<file path="config.mk">
export PLATFORM = sky130hd
export DESIGN_NAME = fetch_prefetch_buffer_flat
export DESIGN_NICKNAME = d
export VERILOG_FILES = /design/src/rtl/fetch_prefetch_buffer_pkg.sv /design/src/rtl/fetch_prefetch_buffer_if.sv /design/src/rtl/fetch_fifo.sv /design/src/rtl/fetch_prefetch_buffer.sv /design/src/flat_wrapper.sv
export SDC_FILE = /design/constraint.sdc
export NUM_CORES = 1
export LEC_CHECK = 0
export ABC_AREA = 1
export ABC_CLOCK_PERIOD_IN_PS = 5150
export CELL_PAD_IN_SITES_DETAIL_PLACEMENT = 0
export CELL_PAD_IN_SITES_GLOBAL_PLACEMENT = 1
export CORE_MARGIN = 5
export CORE_UTILIZATION = 42
export DETAILED_ROUTE_END_ITERATION = 10
export HOLD_SLACK_MARGIN = 0.1
export PLACE_DENSITY_LB_ADDON = 0.25
export SETUP_SLACK_MARGIN = 0.2
export SLEW_MARGIN = 20
export SYNTH_ARGS = -nofsm -noshare
export SYNTH_HDL_FRONTEND = slang
export SYNTH_SLANG_ARGS = --single-unit
</file>
<file path="constraint.sdc">
create_clock -name clk1 -period 5.15 [get_ports clk1]
set_input_delay 1.545 -clock clk1 [delete_from_list [all_inputs] [get_ports clk1]]
set_output_delay 1.545 -clock clk1 [all_outputs]
set_load 0.02 [all_outputs]
</file>
<file path="src/rtl/fetch_prefetch_buffer_pkg.sv">
// rtl/fetch_prefetch_buffer_pkg.sv - shared constants and types for the fetch prefetch buffer
// Widths, reset defaults, branch/halt opcodes for decode, and the fetch control states.
package fetch_prefetch_buffer_pkg;

  localparam int DEFAULT_ADDR_W = 10;
  localparam int DEFAULT_DEPTH = 4;
  localparam int WORD_W = 32;
  localparam logic [WORD_W-1:0] DEFAULT_RESET_PC = 32'h0;

  localparam logic [5:0] OP_BEQZ = 6'h04;
  localparam logic [5:0] OP_BNEQZ = 6'h05;
  localparam logic [5:0] OP_HLT = 6'h3F;

  typedef enum logic [1:0] {
    RUN = 2'd0,
    HALTED = 2'd1
  } state_e;

endpackage

</file>
<file path="src/rtl/fetch_prefetch_buffer_if.sv">
// rtl/fetch_prefetch_buffer_if.sv - memory, IF-stage and redirect signals of the prefetch buffer
// master is the prefetch buffer's view; slave is the surrounding core/memory view.
interface fetch_prefetch_buffer_if
  import fetch_prefetch_buffer_pkg::*;
#(
  parameter int ADDR_W = DEFAULT_ADDR_W
);

  logic              imem_req;
  logic [ADDR_W-1:0] imem_addr;
  logic              imem_gnt;
  logic              imem_rvalid;
  logic [WORD_W-1:0] imem_rdata;
  logic              if_valid;
  logic [WORD_W-1:0] if_ir;
  logic [WORD_W-1:0] if_npc;
  logic              if_ready;
  logic              br_taken;
  logic [WORD_W-1:0] br_target;
  logic              halt;

  modport master (
    output imem_req, imem_addr, if_valid, if_ir, if_npc,
    input  imem_gnt, imem_rvalid, imem_rdata, if_ready, br_taken, br_target, halt
  );

  modport slave (
    input  imem_req, imem_addr, if_valid, if_ir, if_npc,
    output imem_gnt, imem_rvalid, imem_rdata, if_ready, br_taken, br_target, halt
  );

endinterface

</file>
<file path="src/rtl/fetch_fifo.sv">
// rtl/fetch_fifo.sv - synchronous FIFO with flush and a head word read straight from storage
// Head reads as zero while empty so the downstream outputs are clean after reset or flush.
module fetch_fifo #(
  parameter int W = 32,
  parameter int DEPTH = 4
) (
  input  logic                   clk,
  input  logic                   rst_n,
  input  logic                   push_i,
  input  logic [W-1:0]           pdata_i,
  input  logic                   pop_i,
  input  logic                   flush_i,
  output logic [W-1:0]           head_o,
  output logic [$clog2(DEPTH):0] count_o
);

  localparam int AW = $clog2(DEPTH);
  localparam int CW = AW + 1;

  logic [W-1:0]  mem_q [DEPTH];
  logic [AW-1:0] wr_q;
  logic [AW-1:0] rd_q;
  logic [CW-1:0] cnt_q;

  always_ff @(posedge clk) begin
    if (!rst_n) begin
      wr_q  <= '0;
      rd_q  <= '0;
      cnt_q <= '0;
    end else if (flush_i) begin
      wr_q  <= '0;
      rd_q  <= '0;
      cnt_q <= '0;
    end else begin
      if (push_i) wr_q <= wr_q + 1'b1;
      if (pop_i)  rd_q <= rd_q + 1'b1;
      cnt_q <= cnt_q + CW'(push_i) - CW'(pop_i);
    end
  end

  always_ff @(posedge clk) begin
    if (push_i && !flush_i) mem_q[wr_q] <= pdata_i;
  end

  assign head_o  = (cnt_q != '0) ? mem_q[rd_q] : '0;
  assign count_o = cnt_q;

endmodule

</file>
<file path="src/rtl/fetch_prefetch_buffer.sv">
// rtl/fetch_prefetch_buffer.sv - instruction prefetch queue feeding the IF/ID register
// Issues in-order word fetches, queues {IR, NPC} pairs, flushes on redirect and stops on halt.
module fetch_prefetch_buffer
  import fetch_prefetch_buffer_pkg::*;
#(
  parameter int ADDR_W = DEFAULT_ADDR_W,
  parameter int DEPTH = DEFAULT_DEPTH,
  parameter logic [WORD_W-1:0] RESET_PC = DEFAULT_RESET_PC
) (
  input logic                     clk1,
  input logic                     rst_n,
  fetch_prefetch_buffer_if.master bus
);

  localparam int CW = $clog2(DEPTH) + 1;

  state_e              state_q, state_d;
  logic [WORD_W-1:0]   pc_q, pc_d;
  logic [CW-1:0]       outst_q, outst_d;
  logic [CW-1:0]       drop_q, drop_d;

  logic [CW-1:0]       q_count;
  logic [CW-1:0]       tag_count;
  logic [CW:0]         inflight;
  logic [2*WORD_W-1:0] q_head;
  logic [WORD_W-1:0]   tag_head;
  logic                halted, redirect, transfer, resp_keep, q_pop;

  assign halted   = (state_q == HALTED);
  assign redirect = bus.br_taken & ~halted;
  assign inflight = {1'b0, q_count} + {1'b0, outst_q};

  // Reserving queue space per outstanding request guarantees every response has a slot.
  assign bus.imem_req  = rst_n & ~halted & ~bus.br_taken & (inflight < (CW+1)'(DEPTH));
  assign bus.imem_addr = pc_q[ADDR_W-1:0];
  assign transfer      = bus.imem_req & bus.imem_gnt;

  assign resp_keep = bus.imem_rvalid & (drop_q == '0) & ~redirect;
  assign q_pop     = bus.if_valid & bus.if_ready & ~redirect;

  always_comb begin
    state_d = state_q;
    pc_d    = pc_q;
    outst_d = outst_q + CW'(transfer) - CW'(bus.imem_rvalid);
    drop_d  = drop_q;
    case (state_q)
      RUN: begin
        if (bus.halt) state_d = HALTED;
        if (redirect) begin
          pc_d = bus.br_target;
          // Everything still in flight was fetched down the abandoned path.
          drop_d = outst_q - CW'(bus.imem_rvalid);
        end else begin
          if (transfer) pc_d = pc_q + 32'd1;
          if (bus.imem_rvalid && drop_q != '0) drop_d = drop_q - 1'b1;
        end
      end
      HALTED: begin
        if (bus.imem_rvalid && drop_q != '0) drop_d = drop_q - 1'b1;
      end
      default: state_d = RUN;
    endcase
  end

  always_ff @(posedge clk1) begin
    if (!rst_n) begin
      state_q <= RUN;
      pc_q    <= RESET_PC;
      outst_q <= '0;
      drop_q  <= '0;
    end else begin
      state_q <= state_d;
      pc_q    <= pc_d;
      outst_q <= outst_d;
      drop_q  <= drop_d;
    end
  end

  fetch_fifo #(.W(2*WORD_W), .DEPTH(DEPTH)) u_instr_q (
    .clk     (clk1),
    .rst_n   (rst_n),
    .push_i  (resp_keep),
    .pdata_i ({bus.imem_rdata, tag_head}),
    .pop_i   (q_pop),
    .flush_i (redirect),
    .head_o  (q_head),
    .count_o (q_count)
  );

  // Tags track every issued request, stale or not, so they stay aligned with responses.
  fetch_fifo #(.W(WORD_W), .DEPTH(DEPTH)) u_tag_q (
    .clk     (clk1),
    .rst_n   (rst_n),
    .push_i  (transfer),
    .pdata_i (pc_q + 32'd1),
    .pop_i   (bus.imem_rvalid),
    .flush_i (1'b0),
    .head_o  (tag_head),
    .count_o (tag_count)
  );

  assign bus.if_valid = (q_count != '0);
  assign bus.if_ir    = q_head[2*WORD_W-1:WORD_W];
  assign bus.if_npc   = q_head[WORD_W-1:0];

  a_inflight: assert property (@(posedge clk1) disable iff (!rst_n) inflight <= (CW+1)'(DEPTH));
  a_drop:     assert property (@(posedge clk1) disable iff (!rst_n) drop_q <= outst_q);
  a_tags:     assert property (@(posedge clk1) disable iff (!rst_n) tag_count == outst_q);

endmodule

</file>
<file path="src/flat_wrapper.sv">
// flat-port wrapper written by rule: the top's interface ports become plain ports
module fetch_prefetch_buffer_flat import fetch_prefetch_buffer_pkg::*;
#(
  parameter int ADDR_W = DEFAULT_ADDR_W,
  parameter int DEPTH = DEFAULT_DEPTH,
  parameter logic [WORD_W-1:0] RESET_PC = DEFAULT_RESET_PC
)
  (clk1, rst_n, bus_imem_req, bus_imem_addr, bus_if_valid, bus_if_ir, bus_if_npc, bus_imem_gnt, bus_imem_rvalid, bus_imem_rdata, bus_if_ready, bus_br_taken, bus_br_target, bus_halt);
  fetch_prefetch_buffer_if #(.ADDR_W(ADDR_W)) bus_i ();
  input logic clk1;
  input logic rst_n;
  output wire logic [$bits(bus_i.imem_req)-1:0] bus_imem_req;
  output wire logic [$bits(bus_i.imem_addr)-1:0] bus_imem_addr;
  output wire logic [$bits(bus_i.if_valid)-1:0] bus_if_valid;
  output wire logic [$bits(bus_i.if_ir)-1:0] bus_if_ir;
  output wire logic [$bits(bus_i.if_npc)-1:0] bus_if_npc;
  input wire logic [$bits(bus_i.imem_gnt)-1:0] bus_imem_gnt;
  input wire logic [$bits(bus_i.imem_rvalid)-1:0] bus_imem_rvalid;
  input wire logic [$bits(bus_i.imem_rdata)-1:0] bus_imem_rdata;
  input wire logic [$bits(bus_i.if_ready)-1:0] bus_if_ready;
  input wire logic [$bits(bus_i.br_taken)-1:0] bus_br_taken;
  input wire logic [$bits(bus_i.br_target)-1:0] bus_br_target;
  input wire logic [$bits(bus_i.halt)-1:0] bus_halt;
  assign bus_imem_req = bus_i.imem_req;
  assign bus_imem_addr = bus_i.imem_addr;
  assign bus_if_valid = bus_i.if_valid;
  assign bus_if_ir = bus_i.if_ir;
  assign bus_if_npc = bus_i.if_npc;
  assign bus_i.imem_gnt = bus_imem_gnt;
  assign bus_i.imem_rvalid = bus_imem_rvalid;
  assign bus_i.imem_rdata = bus_imem_rdata;
  assign bus_i.if_ready = bus_if_ready;
  assign bus_i.br_taken = bus_br_taken;
  assign bus_i.br_target = bus_br_target;
  assign bus_i.halt = bus_halt;
  fetch_prefetch_buffer #(.ADDR_W(ADDR_W), .DEPTH(DEPTH), .RESET_PC(RESET_PC)) u_core (.clk1(clk1), .rst_n(rst_n), .bus(bus_i));
endmodule
</file>
==> results of run 1 <==
==> final cells by class <==
cell class | instances | area, µm² | area share
multi-input combinational | 1113 | 5243 | 0.2371
clock inverter | 22 | 130.1 | 0.005886
inverter | 80 | 300.3 | 0.01358
timing repair buffer | 176 | 1787 | 0.08082
clock buffer | 61 | 1229 | 0.05558
tap | 592 | 740.7 | 0.03350
sequential | 441 | 12680 | 0.5735
==> metal layers <==
layer  vias to the layer above  wire (µm)
li1                       6175          -
met1                      5930      19760
met2                       247      20270
met3                        47       1925
met4                         0        756
met5                         -          0
==> tightest hold or removal path: cells and delay by family (launching register included) <==
family,cells,cell delay (ns)
flip-flops,1,0.30
AO/OA/AOI/OAI,1,0.07
buffers and inverters,1,0.06
==> synthesized netlist by cell type (all sizes together) <==
cell / n / area share
inv: 78 / 0.016
a21oi: 133 / 0.038
o21ai: 229 / 0.062
edfxtp: 384 / 0.62
nand3b: 10 / 0.0040
nor3b: 1 / 0.00040
nand4: 3 / 0.0010
nand2: 164 / 0.033
o211a: 1 / 0.00054
or2: 1 / 0.00034
buf: 57 / 0.016
nand3: 35 / 0.0099
and2: 2 / 0.00067
a31oi: 1 / 0.00034
nor3: 6 / 0.0019
xor2: 9 / 0.0042
fa: 3 / 0.0032
clkbuf: 41 / 0.0083
nor2: 481 / 0.10
a211oi: 6 / 0.0024
clkinv: 2 / 0.00040
dfxtp: 57 / 0.061
xnor2: 6 / 0.0028
mux2i: 1 / 0.00054
ha: 21 / 0.014
==> cell usage in the layout (no fill, tap or decap), types with 3 or more instances in the layout <==
cell	netlist	routed
nand3_1	33	33
edfxtp_1	384	384
inv_1	75	75
nand4_1	3	3
inv_2	3	4
clkinv_1	2	14
clkdlybuf4s50_1	0	146
nor3_1	5	3
nand2_1	161	160
a21oi_2	9	9
nor3_2	1	3
ha_1	21	21
dfxtp_1	57	54
buf_12	0	8
buf_4	12	22
clkbuf_1	41	14
a211oi_1	6	6
o21ai_0	223	223
nand2_2	3	4
xnor2_1	6	6
xor2_1	9	9
a21oi_1	124	124
o21ai_1	6	6
clkinv_2	0	5
nor2_4	6	10
fa_1	3	3
nand3b_1	10	10
nor2_1	473	465
nor2_2	2	6
clkbuf_16	0	47
==> state kept, by name (all words and copies together) (netlist names), 3 cells and up, named ones only <==
| name | flops |
|---|---|
| u_core.u_tag_q.mem_q | 128 |
| u_core.u_instr_q.mem_q | 256 |
| u_core.drop_q | 3 |
| u_core.u_tag_q.count_o | 3 |
| u_core.u_instr_q.count_o | 3 |
| u_core.outst_q | 3 |
| u_core.pc_q | 32 |
==> stage by stage <==
step | area (µm²) | std cells | total power [mW] | utilization | setup TNS [ns]
after floorplan | 18620 | 1732 | 4.997 | - | -7.548
after global placement | 20750 | 2402 | 5.545 | 0.4713 | 0
after detailed placement | 20750 | 2402 | 5.570 | 0.4713 | 0
after CTS | 22110 | 2485 | 8.599 | 0.5021 | 0
after global routing | 22110 | 2485 | 8.878 | 0.5021 | 0
final | 22110 | 2485 | 8.496 | 0.5021 | 0
==> where the power goes <==
group	internal, mW	leakage [nW]	switching (mW)
combinational	0.453	3.03	0.836
clock	1.72	0.663	1.29
sequential	4.12	3.97	0.0733
==> cells by family after synthesis <==
group | count (synthesis) | synth area share
adders and majority gates | 24 | 0.01734
buffers and inverters | 178 | 0.04066
DFF | 441 | 0.6806
AOI/OAI and AO/OA | 370 | 0.1024
muxes | 1 | 0.0005376
and+or+nand+nor | 703 | 0.1514
xor gates and xnor gates | 15 | 0.007056
==> path summary, 6_finish.rpt <==
kind,start,end,slack [ns]
setup / recovery,rst_n,bus_imem_req,0.61
setup reg to reg,u_core.outst_q[2],u_core.u_tag_q.count_o[2],2.46
hold reg to reg,u_core.u_instr_q.rd_q[1],flip-flop,0.47
hold / removal,u_core.u_instr_q.rd_q[1],flip-flop,0.47
==> results.sh, run 1 <==
export IMPL_cp_num_cells=6
export IMPL_drtIter0Drc=689
export IMPL_nets=1952
export IMPL_gr_usage_met1=0.2401
export IMPL_viasPerCell=4.990
export IMPL_rsz0062_at_grt="no"
export IMPL_place_gp_congestion=0.8045
export IMPL_avgRoutedWirePerCell_um=17.19
export IMPL_row_count=77
export IMPL_die_area_mm2=0.04864
export IMPL_cts_resized=0
export IMPL_path_buf_inv=3
export IMPL_maxCapViolCount=0
export IMPL_yosysSeqAreaShare=0.6806
export IMPL_crit_fanout=2
export IMPL_synth_avg_cell_area_um2=10.75
export IMPL_max_stage_delay_ns=0.60
export IMPL_powerDensity_mw_per_mm2=384.3
export IMPL_max_slew_margin=0.3663
export IMPL_drc=0
export IMPL_use_met3=0.02818
export IMPL_cts_tree="done"
export IMPL_grt_overflow=0
export IMPL_met2_usage=0.2927
export IMPL_hold_path_depth=2
export IMPL_hpwl_mm=25.46
export IMPL_power_leakage_nw=7.655
export IMPL_fin_ws_ns=0.6073
export IMPL_synthCells=1732
export IMPL_cts_sinks=441
export IMPL_tightest_slew_ns=0.9492
export IMPL_post_place_ws_ns=0.5989
export IMPL_grt_max_degree=75
export IMPL_status="finished clean"
export IMPL_crit_path_end_kind="output pin"
export IMPL_cp_data_arrival_time_ns=3.00
export IMPL_cts_max_level=2
export IMPL_drv_slew=0
export IMPL_crit_chain="clkdlybuf4s50_1 > nand2_1 > nor3_2 > nand2_1 > inv_1 > clkdlybuf4s50_1"
export IMPL_r2r_cells=13
export IMPL_port_buffers=146
export IMPL_path_class="in -> out"
export IMPL_start_util=0.4229
export IMPL_ant_nets=0
export IMPL_vdd_ir_drop_max_v=0.0002260
export IMPL_fill_cells=3950
export IMPL_grt_pass1_vias=12100
export IMPL_cp_top_family="buffers and inverters"
export IMPL_diodes=0
export IMPL_clockBufferDepth=3
export IMPL_drtPass1Iterations=5
export IMPL_core_mm2=0.04403
export IMPL_vias=12400
export IMPL_post_cts_buffers=0
export IMPL_max_freq_mhz=220.1
export IMPL_hold_class="reg -> reg"
export IMPL_cpMaxStageDelayCell="clkdlybuf4s50_1"
export IMPL_ys_seq_elements=441
export IMPL_grtUsageTotal=0.1749
export IMPL_finalSetupViolations=0
export IMPL_finalClockSkew_ns=0.02560
export IMPL_cts_inserted_buffers=45
export IMPL_cts_hold_buf=0
export IMPL_syn_cell_area_mm2=0.01862
export IMPL_finalHoldViolCount=0
export IMPL_period_needed_ns=4.543
export IMPL_clockRootBuffer="clkbuf_16"
export IMPL_clk_latency_ns=0.57
export IMPL_clk_pin_slew_worst_paths_ns=0.06
export IMPL_hold_slack_ns=0.4664
export IMPL_grt_pass1_wl_mm=66.38
export IMPL_syn_nets=1827
export IMPL_busiest_layer="met2"
export IMPL_chipWidth_um=220.6
export IMPL_ys_warn_count=0
export IMPL_routed_wl_mm=42.71
export IMPL_die_h_um=220.6
export IMPL_synth_cell_types=36
export IMPL_startpoint_type="primary input"
export IMPL_layout_drive_gt1_share=0.06762
export IMPL_required_ns=3.61
export IMPL_area_growth_pct=18.74
export IMPL_period_share=0.8821
export IMPL_grt_antenna_before_repair=0
export IMPL_io_pins=147
Power figures use the tool's default switching activity.
==> run 2, diff against run 1 <==
Settings changed: ABC_AREA 1 to 0, CORE_UTILIZATION 42 to 45, CTS_CLUSTER_SIZE from default to 8, RECOVER_POWER from default to 25.
==> run 2 against run 1 <==
Compared with the run above:
- the flow now finishes with violations (capacitance limit, slew limit)
- first-iteration DRC count shrank 28%
- global-route usage down 1.6 points
- critical path type unchanged
- combinational power decreased by 5%
- maximum frequency fell by 3.7%
- setup slack got worse by 0.18 ns
- sequential cell count unchanged
- synthesized area decreased by 3.4%
- largest cell class unchanged
- sequential share of layout area up 0.57 points
- total power rose by 5.6%
- critical path depth decreased by 2
==> results.sh, run 2 <==
export IMPL_ys_warn_count=0
export IMPL_syn_nets=1138
export IMPL_routed_wl_mm=34.86
export IMPL_dp_cells=1681
export IMPL_area_growth_pct=21.64
export IMPL_avgRoutedWirePerCell_um=19.69
export IMPL_clockBufferDepth=3
export IMPL_powerDensity_mw_per_mm2=409.7
export IMPL_clockRootBuffer="clkbuf_16"
export IMPL_tightest_slew_ns=2.693
export IMPL_finalSetupViolations=0
export IMPL_die_area_mm2=0.04409
export IMPL_vdd_ir_drop_max_v=0.0002607
export IMPL_final_common_cell="edfxtp_1"
export IMPL_synth_cell_types=41
export IMPL_syn_cell_area_mm2=0.01799
export IMPL_clk_pin_slew_worst_paths_ns=0.05
export IMPL_period_needed_ns=4.719
export IMPL_port_buffers=146
export IMPL_hold_class="reg -> reg"
export IMPL_start_util=0.4539
export IMPL_drtIter0Drc=498
export IMPL_period_share=0.9164
export IMPL_max_freq_mhz=211.9
export IMPL_top_regs="u_core.u_instr_q.mem_q: 256 flops, u_core.u_tag_q.mem_q: 128 flops, u_core.pc_q: 32 flops"
export IMPL_cts_resized=0
export IMPL_finalHoldViolCount=0
export IMPL_setup_tns_ns=0
export IMPL_grt_pass1_vias=9784
export IMPL_grt_pass1_wl_mm=55.31
export IMPL_hpwl_mm=22.32
export IMPL_p_seq_frac=0.472
export IMPL_ys_seq_elements=441
export IMPL_intPower_mw=6.882
export IMPL_yosysTopAreaCellShare=0.6408
export IMPL_most_common_layout_cells="384 x edfxtp_1, 114 x clkdlybuf4s50_1, 96 x mux4_2"
export IMPL_crit_fanout=3
export IMPL_synthTopCellsByCount="384 x edfxtp_1, 96 x mux4_2, 84 x and2_1"
export IMPL_async_reset_ff_frac=0
export IMPL_crit_path_end_kind="output pin"
export IMPL_synth_edf_count=384
export IMPL_cts_max_level=2
export IMPL_synthCells=1043
export IMPL_die_h_um=210.0
export IMPL_viasPerCell=5.202
export IMPL_ant_nets=0
export IMPL_cp_data_arrival_time_ns=3.17
export IMPL_grt_antenna_before_repair=0
export IMPL_drc=0
export IMPL_row_count=73
export IMPL_synth_avg_cell_area_um2=17.25
export IMPL_chipWidth_um=210.0
export IMPL_rsz0062_at_grt="no"
export IMPL_finalClockSkew_ns=0.02159
export IMPL_clk_latency_ns=0.58
export IMPL_cts_sinks=441
export IMPL_largest_register_ffs=256
export IMPL_power_combinational_fraction=0.136
export IMPL_hold_slack_ns=0.5103
export IMPL_post_cts_buffers=0
export IMPL_diodes=0
export IMPL_cts_inserted_buffers=61
export IMPL_io_pins=147
export IMPL_maxCapViolCount=1
export IMPL_largest_register="u_core.u_instr_q.mem_q"
export IMPL_power_leakage_nw=7.149
export IMPL_core_mm2=0.03964
export IMPL_grt_max_degree=63
export IMPL_layout_drive_gt1_share=0.1655
export IMPL_p_sw_frac=0.2327
export IMPL_status="finished with violations"
export IMPL_grt_overflow=0
export IMPL_startpoint_type="primary input"
export IMPL_path_class="in -> out"
export IMPL_cts_hold_buf=0
export IMPL_yosysSeqAreaShare=0.7042
export IMPL_vias=9208
export IMPL_place_gp_congestion=0.7312
export IMPL_drtPass1Iterations=5
export IMPL_cts_tree="done"
export IMPL_max_slew_margin=-0.7952
export IMPL_synth_most_common_cell="edfxtp_1"
export IMPL_drv_slew=33
export IMPL_clkPwrFrac=0.392
export IMPL_stdcell_count=1770
export IMPL_nets=1314
export IMPL_synth_top_cell_by_area="edfxtp_1"
export IMPL_p_switching_mw=2.087
export IMPL_failed_checks="capacitance limit, slew limit"
export IMPL_synth_top_cells_by_area="edfxtp_1 64%, mux4_2 12%, dfxtp_1 6.3%"
export IMPL_required_ns=3.61
export IMPL_synthFlopType="edfxtp_1"
export IMPL_grtUsageTotal=0.1589
-- run 2: cell count changes in the layout (fill, tap and decap cells not counted), moves of 56 or more --
cell and change:
nor2_1 -438, o21ai_0 -190, nand2_1 -126, a21oi_1 -101, mux4_2 +96, and2_1 +77, inv_1 -56
-- run 2: layout make-up --
type | count | area (µm²)
flip-flops and latches | 441 | 12680
repair buffers | 178 | 1823
inverters | 20 | 75.07
multi-input cells | 517 | 4972
clock buffers | 87 | 1667
fillers | 3160 | 17750
well taps | 525 | 656.9
clock inverters | 2 | 17.52
-- run 2: metal layers --
| metal | global-route usage | part of all wire | vias up | wire, µm |
|---|---|---|---|---|
| li1 | - | - | 4343 | - |
| met1 | 0.2241 | 0.46 | 4606 | 15980 |
| met2 | 0.2571 | 0.48 | 217 | 16690 |
| met3 | 0.03155 | 0.047 | 42 | 1627 |
| met4 | 0.04275 | 0.016 | 0 | 557 |
| met5 | 0 | 0 | - | 0 |
-- run 2: final timing paths --
path                                              from                            to  slack (ns)  depth (start not counted)
worst max-delay path                      bus_br_taken                  bus_imem_req        0.43                          4
worst min-delay path            u_core.u_tag_q.wr_q[1]        u_core.u_tag_q.wr_q[1]        0.51                          2
worst max register to register               flip-flop  u_core.u_instr_q.mem_q[0][4]        1.70                          3
worst min register to register  u_core.u_tag_q.wr_q[1]        u_core.u_tag_q.wr_q[1]        0.51                          2
-- run 2: power by group through the flow --
stage | Combinational [mW] | Sequential (mW) | Clock [mW]
floorplan | 0.759 | 4.26 | 0
global placement | 1.23 | 4.29 | 0
detailed placement | 1.25 | 4.30 | 0
CTS | 1.25 | 4.23 | 3.63
global route | 1.33 | 4.24 | 3.80
finish | 1.22 | 4.23 | 3.52
-- run 2: critical path, stage by stage --
cell	delay [ns]
clkdlybuf4s50_1	0.48
nor4b_4	0.34
and3_1	0.20
clkdlybuf4s50_1	0.60
-- run 2: cells by family after synthesis --
logic type / count (synthesis) / share of synthesized area
AND/OR/NAND/NOR: 255 / 0.08073
multiplexers: 97 / 0.1207
adder cells (fa/ha/maj): 24 / 0.01794
AO/OA/AOI/OAI: 74 / 0.02357
flip-flops: 441 / 0.7042
buffers and inverters: 85 / 0.02023
XOR/XNOR: 67 / 0.03261
-- run 2: through the flow --
step                setup WS [ns]    util  power (mW)  area, µm²
floorplan                   1.160       -       5.016      17990
finish                     0.4306  0.5522       8.969      21890
global placement           0.4288  0.5098       5.522      20210
detailed placement         0.4288  0.5098       5.550      20210
global route               0.3826  0.5522       9.374      21890
CTS                        0.4196  0.5523       9.114      21890
==> run 3, diff against run 2 <==
Settings changed: CORE_ASPECT_RATIO from default to 1.1.
==> run 3 against run 2 <==
Compared with the run above:
- the flow still finishes with violations (capacitance limit, slew limit)
- largest power group unchanged
- register-to-register slack gained 0.69 ns
- critical endpoint unchanged
- hold slack gained 0.0045 ns
- first-iteration DRC count shrank 35%
- sequential share of layout area grew 0.40 points
- maximum frequency is essentially flat
- sequential cell count is the same
- clock-buffer cell count shrank 3
==> results.sh, run 3 (synthesis gave the netlist of run 2 again) <==
export IMPL_status="finished with violations"
export IMPL_failed_checks="capacitance limit, slew limit"
export IMPL_nets=1307
export IMPL_grt_antenna_before_repair=0
export IMPL_chipWidth_um=200.7
export IMPL_viasPerCell=5.297
export IMPL_max_slew_margin=-0.1665
export IMPL_largest_register="u_core.u_instr_q.mem_q"
export IMPL_drv_slew=84
export IMPL_die_h_um=219.7
export IMPL_finalHoldViolCount=0
export IMPL_max_freq_mhz=212.0
export IMPL_grt_max_degree=65
export IMPL_clockRootBuffer="clkbuf_16"
export IMPL_wl_met1_mm=15.75
export IMPL_grt_pass1_vias=9848
export IMPL_multi_input_area_mm2=0.004972
export IMPL_dr_wl_met2_mm=16.40
export IMPL_port_buffers=146
export IMPL_top_regs="u_core.u_instr_q.mem_q: 256 flops, u_core.u_tag_q.mem_q: 128 flops, u_core.pc_q: 32 flops"
export IMPL_grtUsageTotal=0.1577
export IMPL_crit_path_end_kind="output pin"
export IMPL_drc=0
export IMPL_dr_max_layer_used="met4"
export IMPL_grt_pass1_wl_mm=55.05
export IMPL_clk_latency_ns=0.57
export IMPL_largest_register_ffs=256
export IMPL_place_gp_congestion=0.7585
export IMPL_maxCapViolCount=2
export IMPL_row_count=76
export IMPL_fill_cells=3136
export IMPL_layout_drive_gt1_share=0.1611
export IMPL_diodes=0
export IMPL_finalClockSkew_ns=0.01230
export IMPL_fin_ws_ns=0.4333
export IMPL_setup_tns_ns=0
export IMPL_vdd_ir_drop_max_v=0.0002128
export IMPL_design_area_mm2=0.02174
export IMPL_clockBufferDepth=3
export IMPL_period_share=0.9159
export IMPL_die_area_mm2=0.04409
export IMPL_area_growth_pct=20.82
export IMPL_grt_overflow=0
export IMPL_drtPass1Iterations=6
export IMPL_routed_wl_mm=34.27
export IMPL_cts_resized=0
export IMPL_ant_nets=0
export IMPL_start_util=0.4571
export IMPL_finalPower_mw=8.930
export IMPL_r2r_slack_ns=2.39
export IMPL_power_leakage_nw=7.094
export IMPL_required_ns=3.61
export IMPL_cts_sinks=441
export IMPL_most_common_layout_cells="384 x edfxtp_1, 113 x clkdlybuf4s50_1, 96 x mux4_2"
export IMPL_cts_max_level=2
export IMPL_period_needed_ns=4.717
export IMPL_finalSetupViolations=0
export IMPL_post_place_ws_ns=0.4283
export IMPL_wl_met3_mm=1.564
export IMPL_hpwl_mm=21.36
export IMPL_placed_cell_area_mm2=0.02007
export IMPL_post_cts_buffers=0
export IMPL_clk_pin_slew_worst_paths_ns=0.05
export IMPL_hold_slack_ns=0.5148
export IMPL_avgRoutedWirePerCell_um=19.67
export IMPL_rsz0062_at_grt="no"
export IMPL_cts_tree="done"
export IMPL_cts_inserted_buffers=61
export IMPL_powerDensity_mw_per_mm2=410.7
export IMPL_final_common_cell="edfxtp_1"
export IMPL_vias=9227
export IMPL_io_pins=147
export IMPL_tightest_slew_ns=1.750
export IMPL_cp_data_arrival_time_ns=3.17
export IMPL_crit_fanout=3
export IMPL_core_mm2=0.03937
export IMPL_hold_class="reg -> reg"
export IMPL_path_class="in -> out"
export IMPL_ff_latch_area_mm2=0.01268
export IMPL_drtIter0Drc=323
export IMPL_startpoint_type="primary input"
export IMPL_cts_hold_buf=0
-- run 3: cell count changes in the layout (fill, tap and decap cells not counted), sizes merged --
| cell | before | now |
|---|---|---|
| clkdlybuf4s50 | 114 | 113 |
| dlygate4sd3 | 32 | 33 |
| buf | 31 | 24 |
| clkbuf | 88 | 85 |
-- run 3: power by group --
part | total [mW] | leakage, nW | switching [mW] | internal, mW
logic | 1.20 | 2.30 | 0.649 | 0.552
registers | 4.23 | 3.98 | 0.0965 | 4.14
clock network | 3.50 | 0.810 | 1.32 | 2.18
total | 8.93 | 7.09 | 2.06 | 6.87
-- run 3: worst max-delay path, cell delays in order --
cell	delay (ns)
clkdlybuf4s50_1	0.48
nor4b_4	0.35
and3_1	0.21
clkdlybuf4s50_1	0.60
-- run 3: worst paths after layout --
kind	startpoint	endpoint	cells after the start
worst max-delay path	bus_br_taken	bus_imem_req	4
worst min-delay path	u_core.u_tag_q.wr_q[1]	u_core.u_tag_q.wr_q[1]	2
worst max register to register	u_core.pc_q[9]	u_core.u_tag_q.mem_q[1][29]	5
worst min register to register	u_core.u_tag_q.wr_q[1]	u_core.u_tag_q.wr_q[1]	2
-- run 3: metal layers --
metal / GRT usage / vias up
met5: 0 / -
li1: - / 4310
met1: 0.2181 / 4656
met3: 0.03208 / 46
met2: 0.2613 / 215
met4: 0.03786 / 0
-- run 3: metrics by stage --
stage,utilization,cells
after floorplan,-,1043
final,0.5523,1742
after global placement,0.5099,1656
after CTS,0.5524,1742
after global routing,0.5523,1742
after detailed placement,0.5099,1656
-- run 3: layout make-up --
cell class,instances,share of cell area
clock buffer,84,0.07614
clock inverter,2,0.0008057
inverter,20,0.003453
multi-input combinational,517,0.2287
sequential,441,0.5832
tap,507,0.02918
timing repair buffer,171,0.07856
